**config.mk**
```make
export PLATFORM = sky130hd
export DESIGN_NAME = lsu_arbiter
export DESIGN_NICKNAME = d
export VERILOG_FILES = /design/src/rtl/lsu_arbiter.sv
export SDC_FILE = /design/constraint.sdc
export NUM_CORES = 1
export LEC_CHECK = 0
export ABC_AREA = 0
export CAP_MARGIN = 20
export CORE_UTILIZATION = 39
export DETAILED_ROUTE_END_ITERATION = 12
export PLACE_DENSITY = 0.84
export SETUP_SLACK_MARGIN = 0.15
export SKIP_LAST_GASP = 1
export SYNTH_ARGS = -nofsm -noshare
export SYNTH_HDL_FRONTEND = slang
export SYNTH_SLANG_ARGS = --single-unit
```
**constraint.sdc**
```tcl
create_clock -name i_clk -period 2.47 [get_ports i_clk]
set_clock_uncertainty 0.05 [all_clocks]
set_input_delay 0.494 -clock i_clk [delete_from_list [all_inputs] [get_ports i_clk]]
set_output_delay 0.494 -clock i_clk [all_outputs]
set_load 0.1 [all_outputs]
```
**src/rtl/lsu_arbiter.sv**
```systemverilog
// lsu_arbiter: round-robin, lockable two-port arbiter in front of the LSU.
// Ports: req/wren/addr/wdata/lock in, gnt/rvalid out per port; registered LSU cmd; o_rdata; o_lock_owner.
module lsu_arbiter #(
  parameter int unsigned LOCK_MAX = 16
) (
  input  logic        i_clk,
  input  logic        i_rst,
  input  logic        i_req0,
  input  logic        i_req1,
  input  logic        i_wren0,
  input  logic        i_wren1,
  input  logic [31:0] i_addr0,
  input  logic [31:0] i_addr1,
  input  logic [31:0] i_wdata0,
  input  logic [31:0] i_wdata1,
  input  logic        i_lock0,
  input  logic        i_lock1,
  output logic        o_gnt0,
  output logic        o_gnt1,
  output logic        o_rvalid0,
  output logic        o_rvalid1,
  output logic [31:0] o_rdata,
  output logic [31:0] o_lsu_addr,
  output logic [31:0] o_st_data,
  output logic        o_lsu_wren,
  input  logic [31:0] i_ld_data,
  output logic [1:0]  o_lock_owner
);

  localparam int WDW = $clog2(LOCK_MAX + 1);
  localparam logic [WDW-1:0] WD_MAX = WDW'(LOCK_MAX);

  logic           last_gnt;
  logic [WDW-1:0] wd_q;
  logic [WDW-1:0] wd_inc;
  logic           owned;
  logic           wd_expire;
  logic           gnt_any;
  logic           sel_lock;
  logic           cmd_ld;
  logic           cmd_port;

  assign owned     = |o_lock_owner;
  assign wd_inc    = wd_q + 1'b1;
  // Compare after increment: the lock lasts LOCK_MAX owned cycles.
  assign wd_expire = owned && (wd_inc == WD_MAX);
  assign gnt_any   = o_gnt0 | o_gnt1;
  assign sel_lock  = o_gnt1 ? i_lock1 : i_lock0;

  always_comb begin
    o_gnt0 = 1'b0;
    o_gnt1 = 1'b0;
    if (i_rst) begin
      if (owned) begin
        o_gnt0 = i_req0 & o_lock_owner[0];
        o_gnt1 = i_req1 & o_lock_owner[1];
      end else if (i_req0 & i_req1) begin
        o_gnt0 = last_gnt;
        o_gnt1 = ~last_gnt;
      end else begin
        o_gnt0 = i_req0;
        o_gnt1 = i_req1;
      end
    end
  end

  always_ff @(posedge i_clk or negedge i_rst) begin
    if (!i_rst) begin
      last_gnt     <= 1'b1;
      o_lock_owner <= 2'b00;
      wd_q         <= '0;
    end else begin
      if (o_gnt0)      last_gnt <= 1'b0;
      else if (o_gnt1) last_gnt <= 1'b1;
      if (owned) begin
        wd_q <= wd_inc;
        // Expiry and a normal release in one cycle are one release.
        if (wd_expire) begin
          o_lock_owner <= 2'b00;
          last_gnt     <= o_lock_owner[1];
          wd_q         <= '0;
        end else if (gnt_any && !sel_lock) begin
          o_lock_owner <= 2'b00;
          wd_q         <= '0;
        end
      end else if (gnt_any && sel_lock) begin
        o_lock_owner <= o_gnt1 ? 2'b10 : 2'b01;
        wd_q         <= '0;
      end
    end
  end

  always_ff @(posedge i_clk or negedge i_rst) begin
    if (!i_rst) begin
      o_lsu_addr <= '0;
      o_st_data  <= '0;
      o_lsu_wren <= 1'b0;
      cmd_ld     <= 1'b0;
      cmd_port   <= 1'b0;
    end else if (gnt_any) begin
      o_lsu_addr <= o_gnt1 ? i_addr1  : i_addr0;
      o_st_data  <= o_gnt1 ? i_wdata1 : i_wdata0;
      o_lsu_wren <= o_gnt1 ? i_wren1  : i_wren0;
      cmd_ld     <= o_gnt1 ? ~i_wren1 : ~i_wren0;
      cmd_port   <= o_gnt1;
    end else begin
      o_lsu_wren <= 1'b0;
      cmd_ld     <= 1'b0;
    end
  end

  always_ff @(posedge i_clk or negedge i_rst) begin
    if (!i_rst) begin
      o_rdata   <= '0;
      o_rvalid0 <= 1'b0;
      o_rvalid1 <= 1'b0;
    end else begin
      o_rvalid0 <= cmd_ld & ~cmd_port;
      o_rvalid1 <= cmd_ld & cmd_port;
      if (cmd_ld) o_rdata <= i_ld_data;
    end
  end

endmodule
```
==> reports/results.ini <==
[critical_path]
cp_slowest_cell=clkdlybuf4s50_1
crit_fanout=4
reg2reg_depth=6
crit_path_end_kind=output port
regToRegStartpoint=last_gnt$_DFF_PN1_
critPathArrivalTime_ps=1720
crit_type=in2out
crit_start=i_req0
r2r_setup_slack_ps=610
worstPathCellList=clkdlybuf4s50_1 > nand3b_4 > nand3_2 > clkinv_2 > buf_12
cp-start-kind=input port
crit_required_ps=1930
max_stage_delay_ps=670
endpoint=o_gnt1
r2r_end=o_lsu_addr[31]$_DFFE_PN0P_

[synth]
synth_top_family_by_area=multiplexers
ys_ff_latch=109
synth_flop_cell=dfrtp_1
synth-compound-area-share_pct=10.5
syn_nets=582
muxShareOfSynthArea_pct=21.0
synth_adder_area_share_pct=0.514
async_flop_share_pct=100
syn-instance-count=412
synth_xor_area_share_pct=0.360
yosys.area_share.simple_pct=8.40
yosysSeqAreaShare_pct=56.0
synth_cell_type_count=43
syn_area_sq_um=4870
synth_warnings=0
synth_edf_count=0
avgSynthCellArea_sq_um=11.8

[die]
dieArea_sq_um=12900
die_y_um=114
rows=40
fp.coreArea_sq_um=12100
num_io_pins=271
die_w_um=114
initial_core_util_pct=40.2

[sta]
setup_viol=0
fmax_mhz=442
setup_tns_ps=0
hold_viol_final=0
finalCritPeriodShare_pct=91.6
rsz0062_at_grt=false
maxSlewViolCount=0
max_slew_margin_pct=51.3
fin_crit_ps=2260
tightest_slew_ps=731

[route]
wl_per_cell_um=15.5
detail_route.first_pass.iterations=4
route.detailed.drc=0
vias=4146
viasPerCell=4.85
drtIter0Drc=166
wl_um=13300
postRouteAntennaNets=0

[clocking]
clockBufferDepth=2
cts_buffers=9
tritoncts=done
clkLatencyLatePin_ps=340
htreeDepth=3
clkSinkCount=109
clockRootBuffer=clkbuf_16
cts.clk_slew.worst_paths_ps=70
postCtsSetupRepairBufs=0

[placement]
dp_hpwl_um=10300
portBuffers=270
routabilityCongestion=0.801
place_inst=838

[global_route]
grt_remaining_overflow=0
globalRouteTotalUtil_pct=20.8
grt_max_degree=58
grt_pass1_vias=4224
grt_pass1_wl_um=21000
antenna_found_initial=0

[final_layout]
mostFrequentLayoutCell=clkdlybuf4s50_1
drive_above_1_share_pct=26.5
areaGrowthSynthToFinish_pct=61.6
final_cells=855
antenna_cells=0
final_cell_mix=clkdlybuf4s50_1 (166), buf_4 (112), dfrtp_1 (106), nand2_1 (67)
final_nets=852

[worst_hold_path]
hold_class=in2async

[job]
cap_violations=0

[outcome]
status=completed

==> logic make-up after synthesis <==
family	Yosys count
AO/OA/AOI/OAI	82
XOR/XNOR	2
adder cells (fa/ha/maj)	2
buffers and inverters	30
flip-flops	109
multiplexers	98
AND/OR/NAND/NOR	89
==> state kept, by name (all words and copies together), names as in the netlist <==
register,count
o_rvalid0,1
o_lock_owner,2
o_lsu_addr,32
o_rvalid1,1
o_st_data,32
last_gnt,1
cmd_ld,1
wd_q,5
cmd_port,1
o_rdata,32
o_lsu_wren,1
==> layout make-up <==
| cell class | instances | area, sq um |
|---|---|---|
| clock inverter | 4 | 30.0 |
| clock buffer | 12 | 256 |
| sequential | 109 | 2730 |
| fill | 949 | 4240 |
| tap | 168 | 210 |
| multi-input combinational | 273 | 1990 |
| timing repair buffer | 285 | 2630 |
| inverter | 4 | 16.3 |
==> per-layer routing <==
metal | global-route usage (%) | wire (um) | vias up
met5 | 0 | 0 | -
met4 | 8.25 | 297 | 0
met3 | 6.91 | 1190 | 24
met2 | 35.9 | 6660 | 200
met1 | 23.8 | 5140 | 1944
li1 | - | - | 1978
==> worst min path at each step <==
stage                from                     endpoint  slack, ps
floorplan           i_rst             cmd_ld$_DFF_PN0_        150
detailed placement  i_rst         cmd_port$_DFFE_PN0P_        310
global route        i_rst  o_lock_owner[0]$_DFFE_PN0P_        100
finish              i_rst  o_lock_owner[0]$_DFFE_PN0P_        100
CTS                 i_rst  o_lock_owner[0]$_DFFE_PN0P_         90
global placement    i_rst         cmd_port$_DFFE_PN0P_        300
==> synth_stat cells, types with 3 or more instances <==
library cell,number,share of area [%]
clkbuf_1,11,0.85
nor3b_1,3,0.46
nor2_1,4,0.31
mux2i_1,65,13
buf_2,8,0.82
mux2_2,33,7.6
o21ai_1,65,6.7
o2bb2ai_1,3,0.54
inv_1,3,0.23
nand2_1,67,5.2
dfrtp_1,108,55
buf_6,3,0.69
buf_4,3,0.46
==> what timing repair did <==
action | in CTS | in global routing
resized for setup | 0 | 0
hold buffers | 1 | 0
endpoints found under the hold margin | 10 | 0
==> stage by stage <==
| stage | cell area, sq um | setup WS [ps] | hold slack (ps) | utilization (%) |
|---|---|---|---|---|
| 2_1_floorplan | 4870 | 254 | 148 | - |
| 3_3_place_gp | 7570 | 106 | 303 | 62.5 |
| 3_5_place_dp | 7570 | 33.2 | 307 | 62.5 |
| 4_1_cts | 7870 | 200 | 91.3 | 65.0 |
| 5_1_grt | 7870 | 151 | 105 | 65.0 |
| 6_report | 7870 | 207 | 101 | 65.0 |
==> critical path, delay by kind of cell <==
| family | cells | cell delay (ps) |
|---|---|---|
| and+or+nand+nor | 2 | 270 |
| buffers and inverters | 3 | 950 |
Power is not shown: default switching activity piles up to over one toggle a cycle in this logic, so the estimate is an artifact.
